### src/rtl/bcnn_job_sequencer_if.sv
// Host-side bundle between the job sequencer, its input/result streams,
// the BCNN engine run/busy port and the shared SRAM host port.
interface bcnn_job_sequencer_if;
  // Streams use valid/ready: a word moves on a cycle where valid and ready are
  // both 1; valid never waits on ready and the payload is held until that cycle.
  logic        start;
  logic        in_valid;
  logic [15:0] in_data;
  logic        in_ready;
  logic        dut_run;
  logic        dut_busy;
  logic        host_sram_write_enable;
  logic [11:0] host_sram_write_address;
  logic [15:0] host_sram_write_data;
  logic [11:0] host_sram_read_address;
  logic [15:0] sram_host_read_data;
  logic        res_valid;
  logic [15:0] res_data;
  logic        res_ready;
  logic        job_error;

  modport master (
    input  start, in_valid, in_data, dut_busy, sram_host_read_data, res_ready,
    output in_ready, dut_run, host_sram_write_enable, host_sram_write_address,
           host_sram_write_data, host_sram_read_address, res_valid, res_data, job_error
  );

  modport slave (
    output start, in_valid, in_data, dut_busy, sram_host_read_data, res_ready,
    input  in_ready, dut_run, host_sram_write_enable, host_sram_write_address,
           host_sram_write_data, host_sram_read_address, res_valid, res_data, job_error
  );
endinterface

### src/rtl/bcnn_job_sequencer.sv
// Loads input words into SRAM, pulses the BCNN engine, waits out busy, then
// reads the result word back and offers it on the result stream.
module bcnn_job_sequencer #(
  parameter int          NUM_IN   = 1,
  parameter logic [11:0] IN_BASE  = 12'd0,
  parameter logic [11:0] RES_ADDR = 12'd0,
  parameter int          SETTLE   = 2,
  parameter int          TIMEOUT  = 1023
) (
  input  logic                       clk,
  input  logic                       reset,
  bcnn_job_sequencer_if.master       bus,
  output logic [3:0]                 dbg_state
);

  typedef enum logic [3:0] {
    S_IDLE, S_LOAD, S_RUN, S_RUN_WAIT, S_BUSY_WAIT, S_SETTLE, S_READ, S_CAPT, S_RESP
  } state_t;

  localparam logic [11:0] CNT_LAST = 12'(NUM_IN - 1);
  localparam logic [15:0] TMAX     = 16'(TIMEOUT - 1);
  localparam logic [15:0] SMAX     = 16'(SETTLE - 1);

  state_t      state, state_d;
  logic [11:0] cnt, cnt_d;
  logic [15:0] timer, timer_d;
  logic        wr_en, wr_en_d;
  logic [11:0] wr_addr, wr_addr_d;
  logic [15:0] wr_data, wr_data_d;
  logic        run_q, run_d;
  logic [11:0] rd_addr, rd_addr_d;
  logic        res_valid_q, res_valid_d;
  logic [15:0] res_data_q, res_data_d;
  logic        err_q, err_d;

  always_ff @(posedge clk or posedge reset) begin
    if (reset) begin
      state       <= S_IDLE;
      cnt         <= 12'd0;
      timer       <= 16'd0;
      wr_en       <= 1'b0;
      wr_addr     <= 12'd0;
      wr_data     <= 16'd0;
      run_q       <= 1'b0;
      rd_addr     <= 12'd0;
      res_valid_q <= 1'b0;
      res_data_q  <= 16'd0;
      err_q       <= 1'b0;
    end else begin
      state       <= state_d;
      cnt         <= cnt_d;
      timer       <= timer_d;
      wr_en       <= wr_en_d;
      wr_addr     <= wr_addr_d;
      wr_data     <= wr_data_d;
      run_q       <= run_d;
      rd_addr     <= rd_addr_d;
      res_valid_q <= res_valid_d;
      res_data_q  <= res_data_d;
      err_q       <= err_d;
    end
  end

  always_comb begin
    state_d     = state;
    cnt_d       = cnt;
    timer_d     = timer;
    wr_en_d     = 1'b0;
    wr_addr_d   = wr_addr;
    wr_data_d   = wr_data;
    run_d       = 1'b0;
    rd_addr_d   = 12'd0;
    res_valid_d = res_valid_q;
    res_data_d  = res_data_q;
    err_d       = err_q;
    unique case (state)
      S_IDLE: begin
        if (bus.start) begin
          state_d = S_LOAD;
          cnt_d   = 12'd0;
          err_d   = 1'b0;
        end
      end
      S_LOAD: begin
        if (bus.in_valid) begin
          wr_en_d   = 1'b1;
          wr_addr_d = IN_BASE + cnt;
          wr_data_d = bus.in_data;
          cnt_d     = cnt + 12'd1;
          if (cnt == CNT_LAST) state_d = S_RUN;
        end
      end
      // The last input write is on the SRAM port this cycle; run follows it.
      S_RUN: begin
        run_d   = 1'b1;
        timer_d = 16'd0;
        state_d = S_RUN_WAIT;
      end
      S_RUN_WAIT: begin
        timer_d = timer + 16'd1;
        if (bus.dut_busy) begin
          state_d = S_BUSY_WAIT;
        end else if (timer >= TMAX) begin
          state_d = S_IDLE;
          err_d   = 1'b1;
        end
      end
      S_BUSY_WAIT: begin
        timer_d = timer + 16'd1;
        if (!bus.dut_busy) begin
          state_d = S_SETTLE;
          timer_d = 16'd0;
        end else if (timer >= TMAX) begin
          state_d = S_IDLE;
          err_d   = 1'b1;
        end
      end
      S_SETTLE: begin
        timer_d = timer + 16'd1;
        if (timer >= SMAX) begin
          state_d   = S_READ;
          rd_addr_d = RES_ADDR;
        end
      end
      // Address is on the port during READ; the SRAM returns data one cycle on.
      S_READ: state_d = S_CAPT;
      S_CAPT: begin
        res_data_d  = bus.sram_host_read_data;
        res_valid_d = 1'b1;
        state_d     = S_RESP;
      end
      S_RESP: begin
        if (bus.res_ready) begin
          res_valid_d = 1'b0;
          state_d     = S_IDLE;
        end
      end
      default: state_d = S_IDLE;
    endcase
  end

  assign bus.in_ready                = (state == S_LOAD);
  assign bus.dut_run                 = run_q;
  assign bus.host_sram_write_enable  = wr_en;
  assign bus.host_sram_write_address = wr_addr;
  assign bus.host_sram_write_data    = wr_data;
  assign bus.host_sram_read_address  = rd_addr;
  assign bus.res_valid               = res_valid_q;
  assign bus.res_data                = res_data_q;
  assign bus.job_error               = err_q;
  assign dbg_state                   = state;

endmodule

### src/flat_wrapper.sv
// flat-port wrapper written by rule: the top's interface ports become plain ports
module bcnn_job_sequencer_flat 
#(
  parameter int          NUM_IN   = 1,
  parameter logic [11:0] IN_BASE  = 12'd0,
  parameter logic [11:0] RES_ADDR = 12'd0,
  parameter int          SETTLE   = 2,
  parameter int          TIMEOUT  = 1023
)
  (clk, reset, dbg_state, bus_start, bus_in_valid, bus_in_data, bus_dut_busy, bus_sram_host_read_data, bus_res_ready, bus_in_ready, bus_dut_run, bus_host_sram_write_enable, bus_host_sram_write_address, bus_host_sram_write_data, bus_host_sram_read_address, bus_res_valid, bus_res_data, bus_job_error);
  bcnn_job_sequencer_if bus_i ();
  input  logic clk;
  input  logic reset;
  output logic [3:0] dbg_state;
  input wire logic [$bits(bus_i.start)-1:0] bus_start;
  input wire logic [$bits(bus_i.in_valid)-1:0] bus_in_valid;
  input wire logic [$bits(bus_i.in_data)-1:0] bus_in_data;
  input wire logic [$bits(bus_i.dut_busy)-1:0] bus_dut_busy;
  input wire logic [$bits(bus_i.sram_host_read_data)-1:0] bus_sram_host_read_data;
  input wire logic [$bits(bus_i.res_ready)-1:0] bus_res_ready;
  output wire logic [$bits(bus_i.in_ready)-1:0] bus_in_ready;
  output wire logic [$bits(bus_i.dut_run)-1:0] bus_dut_run;
  output wire logic [$bits(bus_i.host_sram_write_enable)-1:0] bus_host_sram_write_enable;
  output wire logic [$bits(bus_i.host_sram_write_address)-1:0] bus_host_sram_write_address;
  output wire logic [$bits(bus_i.host_sram_write_data)-1:0] bus_host_sram_write_data;
  output wire logic [$bits(bus_i.host_sram_read_address)-1:0] bus_host_sram_read_address;
  output wire logic [$bits(bus_i.res_valid)-1:0] bus_res_valid;
  output wire logic [$bits(bus_i.res_data)-1:0] bus_res_data;
  output wire logic [$bits(bus_i.job_error)-1:0] bus_job_error;
  assign bus_i.start = bus_start;
  assign bus_i.in_valid = bus_in_valid;
  assign bus_i.in_data = bus_in_data;
  assign bus_i.dut_busy = bus_dut_busy;
  assign bus_i.sram_host_read_data = bus_sram_host_read_data;
  assign bus_i.res_ready = bus_res_ready;
  assign bus_in_ready = bus_i.in_ready;
  assign bus_dut_run = bus_i.dut_run;
  assign bus_host_sram_write_enable = bus_i.host_sram_write_enable;
  assign bus_host_sram_write_address = bus_i.host_sram_write_address;
  assign bus_host_sram_write_data = bus_i.host_sram_write_data;
  assign bus_host_sram_read_address = bus_i.host_sram_read_address;
  assign bus_res_valid = bus_i.res_valid;
  assign bus_res_data = bus_i.res_data;
  assign bus_job_error = bus_i.job_error;
  bcnn_job_sequencer #(.NUM_IN(NUM_IN), .IN_BASE(IN_BASE), .RES_ADDR(RES_ADDR), .SETTLE(SETTLE), .TIMEOUT(TIMEOUT)) u_core (.clk(clk), .reset(reset), .bus(bus_i), .dbg_state(dbg_state));
endmodule
### config.mk
export PLATFORM = sky130hd
export DESIGN_NAME = bcnn_job_sequencer_flat
export DESIGN_NICKNAME = d
export VERILOG_FILES = /design/src/rtl/bcnn_job_sequencer_if.sv /design/src/rtl/bcnn_job_sequencer.sv /design/src/flat_wrapper.sv
export SDC_FILE = /design/constraint.sdc
export NUM_CORES = 1
export LEC_CHECK = 0
export BUFFER_PORTS_ARGS = -buffer_cell sky130_fd_sc_hd__buf_4
export CAP_MARGIN = 30
export CORE_UTILIZATION = 53
export DETAILED_ROUTE_END_ITERATION = 7
export PLACE_DENSITY = 0.8
export SKIP_LAST_GASP = 1
export SLEW_MARGIN = 25
export SYNTH_ARGS = -nofsm -noshare
export SYNTH_HDL_FRONTEND = slang
export SYNTH_SLANG_ARGS = --single-unit
### constraint.sdc
create_clock -name clk -period 3.6 [get_ports clk]
set_input_delay 0.72 -clock clk [delete_from_list [all_inputs] [get_ports clk]]
set_output_delay 0.72 -clock clk [all_outputs]
set_load 0.01 [all_outputs]
==> results.json, run 1 <==
{
  "drv_slew": 0,
  "setup_viol": 0,
  "drt_iter0_drc": 253,
  "rsz0062_at_grt": "no",
  "ctsResizeCount": 0,
  "synth_edf_count": 0,
  "synthToLayoutAreaGrowth_pct": 24.06,
  "vias": 2931,
  "layout_commonest_cell": "buf_4",
  "cp.arrival_ns": 3.02,
  "cts_buffers": 9,
  "syn_inst": 348,
  "io_pins": 103,
  "rows": 30,
  "vias_per_cell": 5.468,
  "hold_viol_final": 0,
  "grt.overflow.total": 0,
  "stdcell_area_sq_um": 4748,
  "fin_total_pwr_w": 0.003564,
  "worst_setup_path_end_kind": "flip-flop",
  "dp_hpwl_um": 5996,
  "hold_path.class": "reg2reg",
  "start_util": 0.5572,
  "required_ns": 3.84,
  "drt_first_pass_iters": 4,
  "dieWidth_um": 86.98,
  "cts_setup_buffers": 0,
  "ctsHoldBuffers": 0,
  "max_freq_mhz": 359.4,
  "relSlewSlack": 0.4512,
  "async_flop_share": 1.000,
  "drive_gt1_frac": 0.3591,
  "num-nets-final": 480,
  "gp_congestion": 0.8266,
  "fillCellCount": 511,
  "h-tree-depth": 3,
  "layout_common_cells": "buf_4, dfrtp_1, mux2_2",
  "fin_tns_setup_ns": 0,
  "clk_latency_ns": 0.36,
  "clk_pin_slew_worst_paths_ns": 0.08,
  "syn-cell-area_sq_um": 3827,
  "powerDensity_nw_per_um2": 750.7,
  "post-route-drc-count": 0,
  "tightestPinTransition_ns": 0.8169,
  "yosysSeqAreaShare": 0.5230,
  "cap_viol_max_count": 0,
  "grt_pass1_vias": 2865,
  "post-route-period-util": 0.7729,
  "routed_wl_um": 8449,
  "vdd_drop_max_v": 0.0004903,
  "cts_tree": "done",
  "synth-seq-cells": 80,
  "cts.sinks": 80,
  "die_area_sq_um": 7566,
  "critPathKind": "reg2reg",
  "antennaDiodeCount": 0,
  "fin_skew_ns": 0.01323,
  "p_leak_nw": 2.181,
  "final_antenna_net_count": 0,
  "holdWs_ns": 0.4884,
  "die_h_um": 86.98,
  "placed_cell_area_sq_um": 4516,
  "ys_types": 49,
  "antenna_found_initial": 0,
  "cp_max_fo": 23,
  "synth_area_per_cell_sq_um": 11.00,
  "crit_path_start_kind": "flip-flop",
  "status": "completed",
  "clock_tree.buffer_depth": 2,
  "io_buffer_count": 90,
  "core_area_sq_um": 6869,
  "wl_per_cell_um": 15.76,
  "min_period_ns": 2.782,
  "ctsRootBufferMaster": "clkbuf_8",
  "track_usage": 0.2402,
  "grt_max_degree": 81,
  "yosys_warnings": 0,
  "synth_ff_type": "dfrtp_1",
  "grt_pass1_wl_um": 13750
}
worst max-delay path, stage by stage (launching register included):
cell	delay, ns
dfrtp_1	0.70
or4b_2	0.68
inv_1	0.14
nand2_1	0.27
inv_2	0.47
mux2_2	0.40
cells in the mapped netlist (3+ instances only):
cell type	instances	area (sq um)
or3_1	7	43.79
a21oi_1	11	55.05
buf_4	14	105.1
o21ai_0	18	90.09
a31o_2	3	26.28
nand4_1	5	31.28
inv_1	13	48.80
nor4b_1	4	35.03
nand2_1	26	97.59
mux2_2	41	461.7
xnor2_1	9	78.83
o31ai_1	5	37.54
nor2b_1	3	18.77
nor2_1	17	63.81
nand3_1	8	40.04
a31oi_1	3	18.77
dfrtp_1	80	2002
or4_1	5	37.54
nand2b_1	8	50.05
ha_1	6	75.07
nor3_1	9	45.04
nor4_1	9	56.30
clkbuf_1	10	37.54
power breakdown:
part           internal, W  switching, W
Sequential         0.00118      0.000256
Combinational     0.000732      0.000672
Clock             0.000391      0.000336
Total              0.00230       0.00126
flip-flops by register name (all words and copies together) (netlist names):
register	flops
u_core.bus.host_sram_write_data	16
u_core.bus.res_data	16
u_core.timer	16
u_core.bus.host_sram_write_address	12
u_core.cnt	12
u_core.dbg_state	4
u_core.bus.dut_run	1
u_core.bus.host_sram_write_enable	1
u_core.bus.job_error	1
u_core.bus.res_valid	1
through the flow:
stage	util	std cells	setup slack [ns]
2_1_floorplan	-	359	0.8283
3_3_place_gp	0.6574	520	0.9570
3_5_place_dp	0.6574	520	0.8369
4_1_cts	0.6891	535	0.8171
5_1_grt	0.6913	536	0.6201
6_report	0.6913	536	0.8177
metal layers:
metal	vias to the layer above	wire length [um]	global-route usage	part of all wire
li1	1400	-	-	-
met1	1412	3757	0.3143	0.44
met2	108	3960	0.3679	0.47
met3	11	639	0.09573	0.076
met4	0	92	0.07424	0.011
met5	-	0	0	0
logic make-up after synthesis:
family	after synthesis	synth area share
AO/OA/AOI/OAI	54	0.08990
XOR/XNOR	10	0.02288
adder cells (fa/ha/maj)	6	0.01961
buffers and inverters	41	0.05656
flip-flops	80	0.5230
multiplexers	43	0.1259
other	1	0.0009798
AND/OR/NAND/NOR	113	0.1612
area by class of cell:
type	instances	area [sq um]	area share
well taps	96	120.1	0.02530
multi-input cells	238	1650	0.3476
clock inverters	6	93.84	0.01976
inverters	14	52.55	0.01107
flip-flops and latches	80	2002	0.4216
repair buffers	93	705.7	0.1486
clock buffers	9	123.9	0.02609
path summary, 6_finish.rpt:
| kind | start | to | slack (ns) | cells past startpoint |
|---|---|---|---|---|
| worst max-delay path | u_core.dbg_state[0]$_DFFE_PP0P_ | u_core.bus.host_sram_write_data[2]$_DFFE_PP0P_ | 0.82 | 5 |
| worst min register to register | u_core.bus.host_sram_write_address[8]$_DFFE_PP0P_ | u_core.bus.host_sram_write_address[8]$_DFFE_PP0P_ | 0.49 | 2 |
| max in group asynchronous | reset | u_core.bus.host_sram_write_data[2]$_DFFE_PP0P_ | 2.53 | 3 |
| worst max register to register | u_core.dbg_state[0]$_DFFE_PP0P_ | u_core.bus.host_sram_write_data[2]$_DFFE_PP0P_ | 0.82 | 5 |
| worst min-delay path | u_core.bus.host_sram_write_address[8]$_DFFE_PP0P_ | u_core.bus.host_sram_write_address[8]$_DFFE_PP0P_ | 0.49 | 2 |
| min in group asynchronous | reset | u_core.bus.host_sram_write_data[12]$_DFFE_PP0P_ | 0.52 | 3 |
(Power assumes the default switching activity.)
==> inputs of run 2 (changes only) <==
--- a/config.mk
+++ b/config.mk
@@ -5,11 +5,12 @@
 export SDC_FILE = /design/constraint.sdc
 export NUM_CORES = 1
 export LEC_CHECK = 0
+export ABC_AREA = 1
 export BUFFER_PORTS_ARGS = -buffer_cell sky130_fd_sc_hd__buf_4
 export CAP_MARGIN = 30
-export CORE_UTILIZATION = 53
+export CORE_UTILIZATION = 54
 export DETAILED_ROUTE_END_ITERATION = 7
-export PLACE_DENSITY = 0.8
+export PLACE_DENSITY = 0.81
 export SKIP_LAST_GASP = 1
 export SLEW_MARGIN = 25
 export SYNTH_ARGS = -nofsm -noshare
==> constraint.sdc (replaced) <==
create_clock -name clk -period 2.8 [get_ports clk]
set_input_delay 0.56 -clock clk [delete_from_list [all_inputs] [get_ports clk]]
set_output_delay 0.56 -clock clk [all_outputs]
set_load 0.01 [all_outputs]
==> results.json, run 2 <==
{
  "cp.arrival_ns": 1.64,
  "place_ws_ns": 0.9972,
  "rr_endpoint": "u_core.cnt[4]$_DFFE_PP0P_",
  "clk_pin_slew_worst_paths_ns": 0.08,
  "hold_path.class": "in2async",
  "status": "completed",
  "synthTopCellsByArea": "dfrtp_1, nand2_1, nand3_1, inv_1, nor2_1",
  "drive_gt1_frac": 0.2152,
  "post-route-period-util": 0.7847,
  "tightestPinTransition_ns": 0.5269,
  "r2r_setup_slack_ns": 1.02,
  "syn_inst": 549,
  "synth_commonest_cells": "nand2_1, dfrtp_1, nand3_1",
  "wl_per_cell_um": 12.92,
  "synth_top_area_frac": 0.4766,
  "grt_pass1_wl_um": 16420,
  "fin_tns_setup_ns": 0,
  "dp_hpwl_um": 6984,
  "path_common_cell": "inv_1",
  "grt_pass1_vias": 3601,
  "antennaDiodeCount": 0,
  "synth_ff_type": "dfrtp_1",
  "required_ns": 2.24,
  "yosysSeqAreaShare": 0.4766,
  "ys_types": 31,
  "ctsHoldBuffers": 0,
  "grt_max_degree": 81,
  "final_antenna_net_count": 0,
  "track_usage": 0.2491,
  "die_area_sq_um": 8135,
  "cts_tree": "done",
  "drt_iter0_drc": 244,
  "path_depth": 5,
  "layout_commonest_cell": "nand2_1",
  "synth-seq-cells": 80,
  "dieWidth_um": 90.20,
  "ctsResizeCount": 0,
  "rsz0062_at_grt": "no",
  "cts.sinks": 80,
  "rows": 31,
  "yosys_warnings": 0,
  "ctsRootBufferMaster": "clkbuf_8",
  "grt.overflow.total": 0,
  "hold_viol_final": 0,
  "syn-cell-area_sq_um": 4200,
  "synth_edf_count": 0,
  "yosysMostFrequentCell": "nand2_1",
  "critical_path.top_delay_family": "buffers and inverters",
  "fin_total_pwr_w": 0.004426,
  "synthToLayoutAreaGrowth_pct": 22.58,
  "slowest_stage": "dfrtp_1",
  "synth_area_per_cell_sq_um": 7.651,
  "gp_congestion": 0.9328,
  "min_period_ns": 2.197,
  "async_flop_share": 1.000,
  "place_inst": 729,
  "post-route-drc-count": 0,
  "setup_viol": 0,
  "vdd_drop_max_v": 0.0005694,
  "r2r_cells": 9,
  "io_pins": 103,
  "antenna_found_initial": 0,
  "p_leak_nw": 2.730,
  "start_util": 0.5699,
  "cap_viol_max_count": 0,
  "clk_latency_ns": 0.35,
  "critPathKind": "reg2out",
  "layout_common_cells": "nand2_1, buf_4, dfrtp_1",
  "fin_skew_ns": 0.007845,
  "cp-endpoint": "bus_in_ready",
  "powerDensity_nw_per_um2": 859.7,
  "core_area_sq_um": 7370,
  "vias_per_cell": 5.129,
  "cp_max_fo": 11,
  "cp_slowest_stage_delay_ns": 0.42,
  "vias": 3821,
  "io_buffer_count": 90,
  "num-nets-final": 685,
  "fin_cells": 745,
  "r2r_start": "u_core.dbg_state[0]$_DFFE_PP0P_",
  "crit_path_start_kind": "flip-flop",
  "drt_first_pass_iters": 5,
  "clock_tree.buffer_depth": 2,
  "crit_buf_inv": 3,
  "setup_slack_ns": 0.6028,
  "synth_top_area_cell": "dfrtp_1",
  "routed_wl_um": 9624,
  "crit_chain": "inv_1 -> nor2_2 -> nand2_4 -> inv_1 -> buf_4",
  "worst_setup_path_end_kind": "output pin",
  "max_freq_mhz": 455.1,
  "die_h_um": 90.20,
  "cts_buffers": 9,
  "cts_setup_buffers": 0,
  "relSlewSlack": 0.6483,
  "setup.worst_path.start": "u_core.dbg_state[0]$_DFFE_PP0P_",
  "drv_slew": 0,
  "h-tree-depth": 3
}
==> run 2: cell types whose count changed after synthesis, moves of 7 or more <==
cell      change
nand2_1     +176
nand3_1      +42
mux2_2       -41
inv_1        +36
nor2_1       +27
nand4_1      +14
nor4_1        -9
xnor2_1       -9
nand2b_1      -8
a21oi_1       -7
or3_1         -7
==> run 2: metrics by stage <==
| step | util | cell area, sq um | hold WS [ns] |
|---|---|---|---|
| after floorplan | - | 4242 | 0.4749 |
| after global placement | 0.6674 | 4918 | 0.4564 |
| after detailed placement | 0.6674 | 4918 | 0.4597 |
| after CTS | 0.6986 | 5149 | 0.3124 |
| after global routing | 0.6986 | 5149 | 0.3119 |
| final | 0.6986 | 5149 | 0.2703 |
==> run 2: power by group <==
group / switching [W] / leakage, nW / internal (W)
registers: 0.000235 / 1.04 / 0.00147
clock network: 0.000409 / 0.119 / 0.000549
logic: 0.00106 / 1.57 / 0.000706
==> run 2: logic make-up (layout without fill, tap and decap cells) <==
kind of cell	after synthesis	in the layout	share of synthesized area
simple gates	341	341	0.3536
xor+xnor	5	5	0.01043
compound gates	37	37	0.05094
buf+inv	79	165	0.08967
fa+ha+maj	6	6	0.01787
other cells	1	12	0.0008928
flops	80	80	0.4766
==> run 2: per-layer routing <==
metal | up-vias | share of wire | wire, um | global-route usage
met5 | - | 0 | 0 | 0
met4 | 0 | 0.015 | 149 | 0.08871
met3 | 17 | 0.069 | 662 | 0.06768
met2 | 144 | 0.48 | 4651 | 0.4078
met1 | 1763 | 0.43 | 4161 | 0.3179
li1 | 1897 | - | - | -
==> run 2: cell type report <==
| class | count | area, sq um |
|---|---|---|
| clock buffer | 11 | 151.4 |
| clock inverter | 5 | 78.83 |
| fill | 599 | 2221 |
| inverter | 54 | 203.9 |
| multi-input combinational | 401 | 1863 |
| sequential | 80 | 2002 |
| tap | 99 | 123.9 |
| timing repair buffer | 95 | 725.7 |
==> run 2: worst reg2reg max path: cells and delay by family (launching register included) <==
kind            cells  cell delay (ns)
flops               1             0.43
buf+inv             3             0.47
simple gates        4             0.32
compound gates      2             0.45
==> run 2: how the worst min path moves through the flow <==
stage	endpoint	slack, ns	cells past startpoint
floorplan	u_core.cnt[11]$_DFFE_PP0P_	0.47	2
global placement	u_core.bus.res_data[11]$_DFFE_PP0P_	0.46	2
detailed placement	u_core.bus.res_data[5]$_DFFE_PP0P_	0.46	2
CTS	u_core.bus.res_data[7]$_DFFE_PP0P_	0.31	3
global route	u_core.bus.res_data[7]$_DFFE_PP0P_	0.31	3
finish	u_core.bus.res_data[7]$_DFFE_PP0P_	0.27	3
